`src/rtl/sh7604_ext_responder_pkg.sv`:
```
// Shared types for the SH7604 external-bus responder: FSM state encoding and
// the backend memory request bundle.
package sh7604_ext_responder_pkg;

    typedef enum logic [1:0] {
        IDLE    = 2'd0,
        WDATA   = 2'd1,
        WAITACK = 2'd2,
        DONE    = 2'd3
    } RespState_t;

    typedef struct packed {
        logic [26:0] a;
        logic [31:0] d;
        logic [3:0]  be;
        logic        we;
        logic        req;
    } MemReq_t;

    localparam logic [3:0]  BE_ALL       = 4'hF;
    localparam logic [31:0] TIMEOUT_DATA = 32'hFFFF_FFFF;

endpackage

```
`src/rtl/sh7604_ext_responder.sv`:
```
// SH7604 normal-space bus target: turns each CPU cycle into one req/ack backend
// transaction. Define SH7604_RESP_TIMEOUT_EN to add the no-ack timeout.
module sh7604_ext_responder
    import sh7604_ext_responder_pkg::*;
#(
    parameter int MIN_WAIT = 1,
    parameter int TIMEOUT  = 255
) (
    input  logic        CLK,
    input  logic        RST_N,
    input  logic        CE_R,
    input  logic        CE_F,
    input  logic [26:0] A,
    input  logic [31:0] DI,
    output logic [31:0] DO,
    output logic        DOE,
    input  logic        CS_N,
    input  logic        BS_N,
    input  logic        RD_WR_N,
    input  logic        RD_N,
    input  logic [3:0]  WE_N,
    output logic        WAIT_N,
    output logic [26:0] MEM_A,
    output logic [31:0] MEM_DO,
    output logic [3:0]  MEM_BE,
    output logic        MEM_WE,
    output logic        MEM_REQ,
    input  logic [31:0] MEM_DI,
    input  logic        MEM_ACK,
    output logic        TO_ERR
);

    RespState_t  state_q, state_d;
    MemReq_t     mem_q, mem_d;
    logic        dir_q, dir_d;          // 1 = read
    logic [3:0]  wcnt_q, wcnt_d;
    logic        ack_q, ack_d;
    logic [31:0] ackdata_q, ackdata_d;
    logic        cs_lost_q, cs_lost_d;
    logic [31:0] do_q, do_d;
    logic        doe_q, doe_d;
    logic        wait_n_q, wait_n_d;
    logic        ready;

`ifdef SH7604_RESP_TIMEOUT_EN
    logic [15:0] tcnt_q, tcnt_d;
    logic        to_err_q, to_err_d;
`else
    localparam int unused_timeout = TIMEOUT;
`endif

    // RD_N carries no information beyond RD_WR_N for this target.
    logic unused_rd_n;
    assign unused_rd_n = RD_N;

    assign ready = ack_q && (wcnt_q == 4'd0);

    always_comb begin
        state_d   = state_q;
        mem_d     = mem_q;
        dir_d     = dir_q;
        wcnt_d    = wcnt_q;
        ack_d     = ack_q;
        ackdata_d = ackdata_q;
        cs_lost_d = cs_lost_q;
        do_d      = do_q;
        doe_d     = doe_q;
        wait_n_d  = wait_n_q;
`ifdef SH7604_RESP_TIMEOUT_EN
        tcnt_d    = tcnt_q;
        to_err_d  = 1'b0;
`endif

        // Ack is taken on any CLK edge; the request drops at that same edge.
        if (MEM_ACK && mem_q.req) begin
            ack_d     = 1'b1;
            ackdata_d = MEM_DI;
            mem_d.req = 1'b0;
        end

        // A ready WAITACK releases WAIT_N early, which is what allows zero-wait cycles.
        if (CE_F) begin
            wait_n_d = !((state_q == WDATA) || ((state_q == WAITACK) && !ready));
        end

        if (CE_R) begin
            unique case (state_q)
                IDLE: begin
                    if (!CS_N && !BS_N) begin
                        mem_d.a   = A;
                        dir_d     = RD_WR_N;
                        wcnt_d    = 4'(MIN_WAIT);
                        cs_lost_d = 1'b0;
`ifdef SH7604_RESP_TIMEOUT_EN
                        tcnt_d    = 16'd0;
`endif
                        if (RD_WR_N) begin
                            mem_d.be  = BE_ALL;
                            mem_d.we  = 1'b0;
                            mem_d.req = 1'b1;
                            state_d   = WAITACK;
                        end else begin
                            state_d   = WDATA;
                        end
                    end
                end
                WDATA: begin
                    if (CS_N) begin
                        state_d = IDLE;
                        ack_d   = 1'b0;
                    end else if (WE_N != 4'hF) begin
                        mem_d.d   = DI;
                        mem_d.be  = ~WE_N;
                        mem_d.we  = 1'b1;
                        mem_d.req = 1'b1;
                        state_d   = WAITACK;
`ifdef SH7604_RESP_TIMEOUT_EN
                        tcnt_d    = 16'd0;
`endif
                    end
                end
                WAITACK: begin
                    if (CS_N) begin
                        cs_lost_d = 1'b1;
                    end
                    if (ready) begin
                        // A cycle the CPU has already abandoned completes silently.
                        if (cs_lost_q || CS_N) begin
                            state_d = IDLE;
                            ack_d   = 1'b0;
                        end else begin
                            state_d = DONE;
                            if (dir_q) begin
                                do_d  = ackdata_q;
                                doe_d = 1'b1;
                            end
                        end
                    end else begin
                        if (wcnt_q != 4'd0) begin
                            wcnt_d = wcnt_q - 4'd1;
                        end
`ifdef SH7604_RESP_TIMEOUT_EN
                        if (!ack_q && (tcnt_q == 16'(TIMEOUT - 1))) begin
                            mem_d.req = 1'b0;
                            to_err_d  = 1'b1;
                            if (cs_lost_q || CS_N) begin
                                state_d = IDLE;
                                ack_d   = 1'b0;
                            end else begin
                                state_d = DONE;
                                if (dir_q) begin
                                    do_d  = TIMEOUT_DATA;
                                    doe_d = 1'b1;
                                end
                            end
                        end else begin
                            tcnt_d = tcnt_q + 16'd1;
                        end
`endif
                    end
                end
                DONE: begin
                    if (CS_N) begin
                        state_d = IDLE;
                        doe_d   = 1'b0;
                        ack_d   = 1'b0;
                    end
                end
                default: state_d = IDLE;
            endcase
        end
    end

    always_ff @(posedge CLK or negedge RST_N) begin
        if (!RST_N) begin
            state_q   <= IDLE;
            mem_q     <= '0;
            dir_q     <= 1'b0;
            wcnt_q    <= 4'd0;
            ack_q     <= 1'b0;
            ackdata_q <= 32'd0;
            cs_lost_q <= 1'b0;
            do_q      <= 32'd0;
            doe_q     <= 1'b0;
            wait_n_q  <= 1'b1;
`ifdef SH7604_RESP_TIMEOUT_EN
            tcnt_q    <= 16'd0;
            to_err_q  <= 1'b0;
`endif
        end else begin
            state_q   <= state_d;
            mem_q     <= mem_d;
            dir_q     <= dir_d;
            wcnt_q    <= wcnt_d;
            ack_q     <= ack_d;
            ackdata_q <= ackdata_d;
            cs_lost_q <= cs_lost_d;
            do_q      <= do_d;
            doe_q     <= doe_d;
            wait_n_q  <= wait_n_d;
`ifdef SH7604_RESP_TIMEOUT_EN
            tcnt_q    <= tcnt_d;
            to_err_q  <= to_err_d;
`endif
        end
    end

    assign DO      = do_q;
    assign DOE     = doe_q;
    assign WAIT_N  = wait_n_q;
    assign MEM_A   = mem_q.a;
    assign MEM_DO  = mem_q.d;
    assign MEM_BE  = mem_q.be;
    assign MEM_WE  = mem_q.we;
    assign MEM_REQ = mem_q.req;
`ifdef SH7604_RESP_TIMEOUT_EN
    assign TO_ERR  = to_err_q;
`else
    assign TO_ERR  = 1'b0;
`endif

endmodule

```
`config.mk`:
```
export PLATFORM = sky130hd
export DESIGN_NAME = sh7604_ext_responder
export DESIGN_NICKNAME = d
export VERILOG_FILES = /design/src/rtl/sh7604_ext_responder_pkg.sv /design/src/rtl/sh7604_ext_responder.sv
export SDC_FILE = /design/constraint.sdc
export NUM_CORES = 1
export LEC_CHECK = 0
export ABC_AREA = 1
export BUFFER_PORTS_ARGS = -buffer_cell sky130_fd_sc_hd__buf_2
export CORE_MARGIN = 2
export CORE_UTILIZATION = 50
export CTS_CLUSTER_SIZE = 12
export DETAILED_ROUTE_END_ITERATION = 6
export GPL_ROUTABILITY_DRIVEN = 0
export PLACE_DENSITY = 0.8
export RECOVER_POWER = 25
export SYNTH_ARGS = -nofsm -noshare
export SYNTH_HDL_FRONTEND = slang
export SYNTH_SLANG_ARGS = --single-unit
```
`constraint.sdc`:
```
create_clock -name CLK -period 2.2 [get_ports CLK]
set_clock_uncertainty 0.15 [all_clocks]
set_input_delay 0.22 -clock CLK [delete_from_list [all_inputs] [get_ports CLK]]
set_output_delay 0.22 -clock CLK [all_outputs]
set_load 0.03 [all_outputs]
```
# Word level (Yosys, flattened, before mapping)
# Cells that the tools add are included.
[word_totals]
reg_bits = 140
inputBits = 104
out_inout_bits = 100
elab_cells = 92
[op_classes]
add_sub_neg = 1
n_eq_ne = 16
muxes = 33
n_bitwise = 3
reduce_logical = 25
[op_table]
columns = ["op", "count"]
rows = [
  ["$mux W6", 4],
  ["$ne A2 B2 Y1 const B", 9],
  ["$reduce_and A5 Y1", 3],
  ["$mux W2", 7],
  ["$mux W1", 13],
  ["$mux W4", 3],
  ["$pmux W6 S2", 1],
  ["$reduce_and A6 Y1", 2],
  ["$pmux W2 S4", 1],
  ["$pmux W4 S2", 1],
  ["$reduce_and A4 Y1", 2],
  ["$pmux W1 S2", 3],
  ["$reduce_bool A2 Y1", 3],
  ["$eq A2 B2 Y1 const B", 2],
  ["$logic_and A1 B1 Y1", 4],
  ["$logic_not A1 Y1", 4],
  ["$logic_not A4 Y1", 1],
  ["$ne A2 B1 Y1 const B", 2],
  ["$ne A4 B4 Y1 const B", 1],
  ["$not A4 Y4", 1],
  ["$reduce_bool A4 Y1", 1],
  ["$sub A4 B1 Y4 const B", 1],
  ["$ne A3 B2 Y1 const B", 1],
  ["$reduce_and A3 Y1", 1],
  ["5 further kinds", 7],
]

# Depth between registers and ports, before layout
# Gate-level depths: netlist (run 1).
[depth]
depth_word = 6
depth_mapped = 9
ltp_nobuf = 8

# Worst setup path after synthesis (run 1)
# Ideal clock, no wire load.
[synth_path]
kind = "register to register"
start = "reg mem_q, in the netlist MEM_REQ"
end = "reg ackdata_q[18]"
setup_ns = 0.125
t_arrival_ns = 1.341
slack_ns = 0.584
stages_incl_launch_ff = 4
path_buffers = 1
cell_sequence = "dfrtp_1 nand2_1 buf_2 mux2_2"
[synth_between]
elab_chain_len = 1
[synth_rtl]
columns = ["item", "line_no", "text"]
rows = [
  ["start: declaration", "sh7604_ext_responder.sv:34", "MemReq_t mem_q, mem_d;"],
  ["start signal: assignment", "sh7604_ext_responder.sv:192", "mem_q <= mem_d;"],
  ["$logic_and A1 B1 Y1", "sh7604_ext_responder.sv:75", "if (MEM_ACK && mem_q.req) begin"],
  ["end signal: assignment", "sh7604_ext_responder.sv:196", "ackdata_q <= ackdata_d;"],
  ["end: declaration", "sh7604_ext_responder.sv:38", "logic [31:0] ackdata_q, ackdata_d;"],
]
# Every way passes these cells.
# A chain may end at the register's enable or synchronous reset.

# Final worst setup path (run 1)
[layout_path]
start = "reg state_q[1]"
end = "reg mem_q, in the netlist MEM_DO[5]"
[layout_between]
elab_chain_len = 2
[layout_rtl]
columns = ["item", "line_no", "text"]
rows = [
  ["start: declaration", "sh7604_ext_responder.sv:33", "RespState_t state_q, state_d;"],
  ["start signal: assignment", "sh7604_ext_responder.sv:191", "state_q <= state_d;"],
  ["$eq A2 B1 Y1", "sh7604_ext_responder.sv:87", "unique case (state_q)"],
  ["$reduce_and A4 Y1 (no line)", "-", ""],
]
# Every way passes these cells.

==> impl_metrics.ini, run 1 <==
[sta]
worst_pin_slew_ns = 1.396
fin_crit_sh_pct = 85.90
setup_viol = 0
hold_viol = 0
period_needed_ns = 1.890
tns_ns = 0
rsz0062_at_grt = false
slew-limit-headroom_pct = 6.927
fin_hold_ws_ns = 0.04051
worst_slack_ns = 0.3103
max_clock_freq_ghz = 0.5292
drv_slew = 0

[power]
powerDensity_mw_per_mm2 = 1272
p_int_mw = 6.676
switching_power_mw = 4.205
combPwrFrac_pct = 35.8
switching_share_pct = 38.64
peakVddDrop_mv = 0.8297
clkPwrFrac_pct = 26.6
p_seq_share_pct = 37.6
power.leakage_nw = 4.781
power.total_mw = 10.88

[die]
die_w_um = 112.7
core_mm2 = 0.01147
die_y_um = 112.7
ios = 204
start_util_pct = 51.52
rows = 39
die_area_mm2 = 0.01270

[yosys]
yosysWarnings = 0
synthesis.area_mm2 = 0.005908
ys_seq_area_share_pct = 59.32
synth_top_area_share_pct = 58.87
syn_inst = 617
synth_cell_types = 33
syn_nets = 723
syn_area_per_cell_um2 = 9.576
synthTopCellsByArea = dfrtp_1 (59%), nand2_1 (11%), inv_1 (5.5%)
synth_seq_cells = 140
yosysTopAreaCell = dfrtp_1

[layout]
fillers = 780
fin_nets = 1019
multi_input_area_mm2 = 0.001842
stdcell_count = 1068
stdcell_area_mm2 = 0.008552
layout.area.seq_mm2 = 0.003505
drive_gt1_share_pct = 32.32
num_antenna_cells = 0
area_growth_pct = 44.75
final_util_pct = 74.58

[grt]
grt_max_degree = 56
grt_pass1_vias = 5429
grt_use_total_pct = 25.43
antenna_found_initial = 0
grt_overflow = 0
grt_pass1_wl_um = 25700

[cts]
ctsHoldBuffers = 95
cts-root-buf = clkbuf_16
cts_tree = yes
cts_sinks = 140
post_cts_buffers = 0
insertion_delay_ns = 0.41
cts-resized-gates = 0
cts_buffer_depth = 2
clk_pin_slew_worst_paths_ns = 0.06
htreeDepth = 4
cts-buffers-inserted = 17

[routing]
via_per_inst = 4.832
ant_nets = 0
wire_per_inst_um = 14.51
firstDrtPassIters = 5
drc_errors = 0
vias = 5161
drt_wl_total_um = 15490
drt_iter0_markers = 318

[run_status]
status = completed

[setup_path]
cp_max_fo = 21
startpoint_type = flip-flop
worstPathArrival_ns = 2.05
crit_type = flip-flop to flip-flop
end_kind = flip-flop
crit_required_ns = 2.36

[placed_design]
port_buffers = 201
place_area_mm2 = 0.007009
dpl.hpwl_um = 9123
placedCellCount = 942
pre_cts_slack_ns = 0.3250

[worst_hold_path]
hold_path_class = input pin to flip-flop

[run]
cap_violations = 0
## worst paths after layout
| path | to | slack (ns) | cells past startpoint | from |
|---|---|---|---|---|
| min in group asynchronous | ackdata_q[18]$_DFFE_PN0P_ | 0.52 | 2 | RST_N |
| max in group asynchronous | wcnt_q[2]$_DFFE_PN0P_ | 0.46 | 3 | RST_N |
| min | MEM_BE[1]$_DFFE_PN0P_ | 0.04 | 6 | WE_N[1] |
| max reg2reg | MEM_DO[5]$_DFFE_PN0P_ | 0.31 | 6 | state_q[1]$_DFFE_PN0P_ |
| min reg2reg | DO[12]$_DFFE_PN0P_ | 0.32 | 2 | DO[12]$_DFFE_PN0P_ |
| max | MEM_DO[5]$_DFFE_PN0P_ | 0.31 | 6 | state_q[1]$_DFFE_PN0P_ |
## logic make-up after synthesis
family                   after synthesis  share of synthesized area (%)
adder cells (fa/ha/maj)                2                         0.4235
XOR/XNOR                               1                         0.1483
multiplexers                          19                          3.621
AO/OA/AOI/OAI                         98                          10.02
AND/OR/NAND/NOR                      239                          16.82
flip-flops                           140                          59.32
buffers and inverters                117                          9.593
other                                  1                        0.06347
## cell type report
type | instances | area share [%]
clock inverters | 11 | 1.683
clock buffers | 20 | 5.340
inverters | 88 | 3.906
well taps | 143 | 2.092
flip-flops and latches | 140 | 40.98
repair buffers | 306 | 24.46
multi-input cells | 360 | 21.54
## synthesized netlist by cell type
| cell | count |
|---|---|
| o21ai_0 | 25 |
| mux2_2 | 19 |
| clkbuf_2 | 1 |
| xor2_1 | 1 |
| clkinv_2 | 1 |
| o21ai_2 | 24 |
| nand3b_1 | 1 |
| o21ai_1 | 30 |
| o211ai_1 | 2 |
| nand2_1 | 166 |
| a21boi_0 | 1 |
| conb_1 | 1 |
| nor2_2 | 4 |
| dfrtp_1 | 139 |
| clkbuf_1 | 3 |
| o21a_1 | 1 |
| buf_4 | 4 |
| a21oi_1 | 14 |
| or2_2 | 1 |
| nand2_2 | 2 |
| inv_1 | 86 |
| nand3_2 | 1 |
| buf_2 | 8 |
| a31oi_1 | 1 |
| inv_4 | 1 |
| dfstp_2 | 1 |
| ha_1 | 2 |
| nand2_4 | 1 |
| nand4_1 | 3 |
| nor2_1 | 27 |
| nor2_4 | 2 |
| buf_6 | 13 |
| nand3_1 | 31 |
## power by group through the flow
| stage | registers [mW] | logic, mW | clock network (mW) |
|---|---|---|---|
| floorplan | 5.25 | 1.41 | 0 |
| global placement | 4.03 | 3.61 | 0 |
| detailed placement | 4.07 | 3.72 | 0 |
| CTS | 4.05 | 3.86 | 2.92 |
| global route | 4.22 | 4.22 | 3.06 |
| finish | 4.10 | 3.89 | 2.89 |
## critical path, stage by stage, from the launching register on
cell and delay, ns:
dfrtp_1 0.49, inv_4 0.13, nand2_2 0.09, clkinv_2 0.11, nand3_2 0.32, buf_12 0.29
o21ai_0 0.19
## placed cells by master, fill, tap and decap left out, types with 4 or more instances in the layout
| cell type | Yosys | final |
|---|---|---|
| buf_2 | 8 | 200 |
| o21ai_1 | 30 | 30 |
| clkinv_2 | 1 | 4 |
| a21oi_1 | 14 | 14 |
| inv_1 | 86 | 86 |
| clkbuf_16 | 0 | 17 |
| clkinvlp_4 | 0 | 4 |
| nand2_1 | 166 | 166 |
| buf_4 | 4 | 4 |
| nand3_1 | 31 | 30 |
| mux2_2 | 19 | 19 |
| dfrtp_1 | 139 | 139 |
| o21ai_0 | 25 | 25 |
| o21ai_2 | 24 | 24 |
| nor2_2 | 4 | 4 |
| nor2_1 | 27 | 27 |
| dlygate4sd3_1 | 0 | 95 |
| buf_12 | 0 | 5 |
## per-layer routing
metal	share of wire [%]	global-route usage (%)
met3	5.0	5.678
met5	0	0
met1	40	30.06
met4	2.7	10.16
met2	53	45.11
## state kept, by name (all words and copies together), names as in the netlist, 2 cells and up
signal and count:
DO 32, MEM_DO 32, ackdata_q 32, MEM_A 27
MEM_BE 4, wcnt_q 4, state_q 2
Note: power is estimated with default switching activity, not from simulation.
==> run 2, diff against run 1 <==
--- a/config.mk
+++ b/config.mk
@@ -12,6 +12,7 @@
 export CTS_CLUSTER_SIZE = 12
 export DETAILED_ROUTE_END_ITERATION = 6
 export GPL_ROUTABILITY_DRIVEN = 0
+export HOLD_SLACK_MARGIN = 0.05
 export PLACE_DENSITY = 0.8
 export RECOVER_POWER = 25
 export SYNTH_ARGS = -nofsm -noshare
==> run 2 against run 1 <==
Critical path depth is the same. Final cell count increased by 0.28%. Largest cell class unchanged. Sequential power about the same.
==> impl_metrics.ini, run 2 (synthesis results as in run 1) <==
[cts]
cts-buffers-inserted = 17
post_cts_buffers = 0
clk_pin_slew_worst_paths_ns = 0.06
cts_sinks = 140
cts-root-buf = clkbuf_16
cts_buffer_depth = 2
cts_tree = yes
htreeDepth = 4
insertion_delay_ns = 0.41

[routing]
vias = 5149
firstDrtPassIters = 5
drt_wl_total_um = 15450
wire_per_inst_um = 14.42
via_per_inst = 4.808
ant_nets = 0
drc_errors = 0
drt_iter0_markers = 373

[worst_hold_path]
hold_path_class = input pin to flip-flop

[power]
peakVddDrop_mv = 0.8195
power.leakage_nw = 4.794
combPwrFrac_pct = 35.8
clkPwrFrac_pct = 26.6
switching_power_mw = 4.193
p_seq_share_pct = 37.6
p_int_mw = 6.679
powerDensity_mw_per_mm2 = 1267
switching_share_pct = 38.57

[die]
die_y_um = 112.7
core_mm2 = 0.01147
die_w_um = 112.7
rows = 39
ios = 204
start_util_pct = 51.52
die_area_mm2 = 0.01270

[sta]
rsz0062_at_grt = false
max_clock_freq_ghz = 0.5331
tns_ns = 0
worst_pin_slew_ns = 1.399
setup_viol = 0
period_needed_ns = 1.876
drv_slew = 0
slew-limit-headroom_pct = 6.743
hold_viol = 0
fin_crit_sh_pct = 85.27

[setup_path]
path_buf_inv = 3
startpoint_type = flip-flop
critPathMaxStageDelay_ns = 0.49
cp_max_fo = 21
crit_required_ns = 2.37
crit_type = flip-flop to flip-flop
cp_top_family = buffers and inverters
cp_slowest_cell = dfrtp_1
worstPathArrival_ns = 2.04
end_kind = flip-flop
crit_chain = inv_4, nand2_2, clkinv_2, nand3_2, buf_12, o21ai_0

[run_status]
status = completed

[placed_design]
dpl.hpwl_um = 9123
port_buffers = 201

[grt]
grt_max_degree = 56
grt_pass1_vias = 5412
grt_use_total_pct = 25.53
antenna_found_initial = 0
grt_pass1_wl_um = 25810
grt_overflow = 0

[layout]
drive_gt1_share_pct = 32.22
mostFrequentLayoutCells = buf_2 (200), nand2_1 (166), dfrtp_1 (139)
area_growth_pct = 45.26
num_antenna_cells = 0
fin_nets = 1022
fillers = 773
final_util_pct = 74.84
final_common_cell = buf_2

[run]
cap_violations = 0
==> run 2: cell count changes in the layout (fill, tap and decap cells not counted), sizes merged <==
cell	previous run	this run
dlygate4sd3	95	98
==> run 2: power groups by stage <==
stage	logic (mW)	clock network, mW	registers (mW)
finish	3.89	2.90	4.09
CTS	3.86	2.92	4.05
global placement	3.61	0	4.03
floorplan	1.41	0	5.25
global route	4.22	3.06	4.21
detailed placement	3.72	0	4.07
==> run 2: layout make-up <==
cell class	count	area, µm²	area share (%)
Clock inverter	11	143.9	1.677
Tap cell	143	178.9	2.085
Clock buffer	20	456.7	5.321
Inverter	88	334.1	3.893
Multi-Input combinational cell	360	1842	21.46
Timing Repair Buffer	309	2122	24.73
Sequential cell	140	3505	40.84
==> run 2: tightest hold or removal path, delay by kind of cell <==
kind	cells	cell delay [ns]
and+or+nand+nor	5	0.29
buffers and inverters	1	0.09
==> run 2: stage by stage <==
| stage | total power, mW | hold WS [ns] | cells | instance area (µm²) | setup slack (ns) |
|---|---|---|---|---|---|
| floorplan | 6.658 | -0.2256 | 617 | 5908 | 0.5842 |
| global placement | 7.645 | 0.06360 | 942 | 7009 | 0.3600 |
| detailed placement | 7.792 | 0.06731 | 942 | 7009 | 0.3250 |
| CTS | 10.83 | 0.06196 | 1071 | 8591 | 0.2870 |
| global route | 11.50 | 0.1240 | 1071 | 8582 | 0.1773 |
| finish | 10.87 | 0.08438 | 1071 | 8582 | 0.3241 |
==> run 2: final timing paths <==
| check | start | end | slack (ns) | depth (start not counted) |
|---|---|---|---|---|
| worst max-delay path | state_q[1]$_DFFE_PN0P_ | MEM_DO[5]$_DFFE_PN0P_ | 0.32 | 6 |
| worst min-delay path | WE_N[3] | MEM_BE[3]$_DFFE_PN0P_ | 0.08 | 6 |
| worst max register to register | state_q[1]$_DFFE_PN0P_ | MEM_DO[5]$_DFFE_PN0P_ | 0.32 | 6 |
| worst min register to register | DO[12]$_DFFE_PN0P_ | DO[12]$_DFFE_PN0P_ | 0.32 | 2 |
| max in group asynchronous | RST_N | wcnt_q[1]$_DFFE_PN0P_ | 0.46 | 3 |
| min in group asynchronous | RST_N | ackdata_q[18]$_DFFE_PN0P_ | 0.52 | 2 |
==> run 2: timing repair <==
item / in CTS / in global routing
endpoints found under the hold margin: 190 / 0
resized for setup: 0 / 0
hold buffers: 98 / 0
==> run 2: per-layer routing <==
layer,wire [µm],vias to the layer above,track usage (%)
met5,0,-,0
met4,355,0,8.537
met3,726,35,6.267
met2,8172,150,45.63
met1,6193,2431,30.24
li1,-,2533,-
==> run 3, diff against run 2 <==
--- a/config.mk
+++ b/config.mk
@@ -8,12 +8,13 @@
 export ABC_AREA = 1
 export BUFFER_PORTS_ARGS = -buffer_cell sky130_fd_sc_hd__buf_2
 export CORE_MARGIN = 2
-export CORE_UTILIZATION = 50
+export CORE_UTILIZATION = 45
+export CTS_BUF_LIST = sky130_fd_sc_hd__clkbuf_16
 export CTS_CLUSTER_SIZE = 12
 export DETAILED_ROUTE_END_ITERATION = 6
 export GPL_ROUTABILITY_DRIVEN = 0
 export HOLD_SLACK_MARGIN = 0.05
-export PLACE_DENSITY = 0.8
+export PLACE_DENSITY = 0.73
 export RECOVER_POWER = 25
 export SYNTH_ARGS = -nofsm -noshare
 export SYNTH_HDL_FRONTEND = slang
==> run 3 against run 2 <==
Routed wire length fell by 6.9%. Sequential power fell by 1%. Fmax rose by 0.98%. Sequential share of layout area rose by 0.46 points. Final cell count rose by 2.6%. Non-clock buffer count fell by 2. Core utilization fell by 8.1 points. Register-to-register slack improved by 0.02 ns. Design area fell by 1.1%. Clock-buffer cell count fell by 3. Clock power fell by 13%. Combinational power fell by 2%.
==> impl_metrics.ini, run 3 (synthesis results as in run 1) <==
[run_status]
status = completed

[layout]
area_growth_pct = 43.63
fin_nets = 1020
layout.area.seq_mm2 = 0.003505
stdcell_area_mm2 = 0.008486
fillers = 1011
mostFrequentLayoutCells = buf_2 (200), nand2_1 (165), dfrtp_1 (139)
drive_gt1_share_pct = 31.61
multi_input_area_mm2 = 0.001844
num_antenna_cells = 0
final_common_cell = buf_2

[routing]
vias = 5009
drc_errors = 0
wire_per_inst_um = 13.09
drt_iter0_markers = 257
ant_nets = 0
via_per_inst = 4.558
firstDrtPassIters = 6
drt_wl_total_um = 14390

[setup_path]
end_kind = flip-flop
startpoint_type = flip-flop
reg2reg_depth = 7
crit_required_ns = 2.33
crit_chain = inv_1, ha_1, nand3_1, nor2_2, nand2_4, nand2_1, o21ai_2
crit_type = flip-flop to flip-flop
cp_slowest_cell = dfrtp_1
cp_max_fo = 46
critPathMaxStageDelay_ns = 0.39
worstPathArrival_ns = 1.98

[cts]
clk_pin_slew_worst_paths_ns = 0.05
cts_sinks = 140
cts_buffer_depth = 2
htreeDepth = 4
cts-buffers-inserted = 17
cts_tree = yes
cts-root-buf = clkbuf_16
insertion_delay_ns = 0.41

[die]
rows = 41
die_area_mm2 = 0.01406
ios = 204
die_w_um = 118.6
core_mm2 = 0.01272
die_y_um = 118.6
start_util_pct = 46.44

[sta]
fin_crit_sh_pct = 84.44
tns_ns = 0
slew-limit-headroom_pct = 27.04
worst_pin_slew_ns = 1.094
drv_slew = 0
hold_viol = 0
max_clock_freq_ghz = 0.5383
setup_viol = 0
rsz0062_at_grt = false
period_needed_ns = 1.858

[power]
power.leakage_nw = 4.756
p_seq_share_pct = 38.9
combPwrFrac_pct = 36.8
switching_share_pct = 38.93
powerDensity_mw_per_mm2 = 1223
p_int_mw = 6.340
peakVddDrop_mv = 0.6466
clkPwrFrac_pct = 24.2
switching_power_mw = 4.041

[run]
cap_violations = 0

[placed_design]
port_buffers = 201
place_area_mm2 = 0.007003
dpl.hpwl_um = 9165

[grt]
antenna_found_initial = 0
grt_overflow = 0
grt_max_degree = 65
grt_use_total_pct = 21.50
grt_pass1_wl_um = 24020
grt_pass1_vias = 5075

[worst_hold_path]
hold_depth = 6
hold_path_class = input pin to flip-flop
## run 3: area by class of cell
cell class / count / area share, %
Tap cell: 172 / 2.536
Inverter: 88 / 3.937
Clock inverter: 15 / 1.091
Sequential cell: 140 / 41.30
Timing Repair Buffer: 307 / 24.39
Multi-Input combinational cell: 360 / 21.73
Clock buffer: 17 / 5.013
## run 3: through the flow
step | power, mW | setup slack (ns) | hold slack, ns | cells | utilization (%)
2_1_floorplan | 6.658 | 0.5842 | -0.2256 | 617 | -
3_3_place_gp | 7.650 | 0.3720 | 0.02308 | 970 | 55.05
3_5_place_dp | 7.774 | 0.3520 | 0.01903 | 970 | 55.05
4_1_cts | 10.45 | 0.3178 | 0.05455 | 1099 | 66.75
5_1_grt | 11.01 | 0.1318 | 0.08891 | 1099 | 66.70
6_report | 10.38 | 0.3423 | 0.07355 | 1099 | 66.70
## run 3: layer usage
| metal | up-vias | global-route usage, % | routed length (µm) |
|---|---|---|---|
| li1 | 2519 | - | - |
| met2 | 142 | 37.18 | 7346 |
| met4 | 0 | 12.28 | 556 |
| met5 | - | 0 | 0 |
| met1 | 2307 | 24.76 | 5960 |
| met3 | 41 | 4.295 | 525 |
## run 3: power groups by stage
stage,clock (mW),sequential (mW),combinational (mW)
floorplan,0,5.25,1.41
global placement,0,4.03,3.62
detailed placement,0,4.08,3.70
CTS,2.57,4.04,3.84
global route,2.69,4.16,4.16
finish,2.52,4.04,3.82
## run 3: what timing repair did
| action | in CTS | in global routing |
|---|---|---|
| buffers inserted | 0 | 0 |
| endpoints found under the hold margin | 195 | 0 |
| endpoints found under the setup margin | 0 | 0 |
| gates resized for setup | 0 | 0 |
| hold buffers | 97 | 0 |
## run 3: worst paths after layout
kind	start	to	slack [ns]
max	wcnt_q[0]$_DFFE_PN0P_	DO[2]$_DFFE_PN0P_	0.34
min	WE_N[3]	MEM_BE[3]$_DFFE_PN0P_	0.07
max reg2reg	wcnt_q[0]$_DFFE_PN0P_	DO[2]$_DFFE_PN0P_	0.34
min reg2reg	DO[25]$_DFFE_PN0P_	DO[25]$_DFFE_PN0P_	0.31
max in group asynchronous	RST_N	MEM_DO[8]$_DFFE_PN0P_	0.41
min in group asynchronous	RST_N	state_q[0]$_DFFE_PN0P_	0.41
## run 3: worst max-delay path, delay by kind of cell, from the launching register on
kind | cells | cell delay [ns]
AND/OR/NAND/NOR | 4 | 0.79
flip-flops | 1 | 0.39
adder cells (fa/ha/maj) | 1 | 0.20
buffers and inverters | 1 | 0.11
AO/OA/AOI/OAI | 1 | 0.07
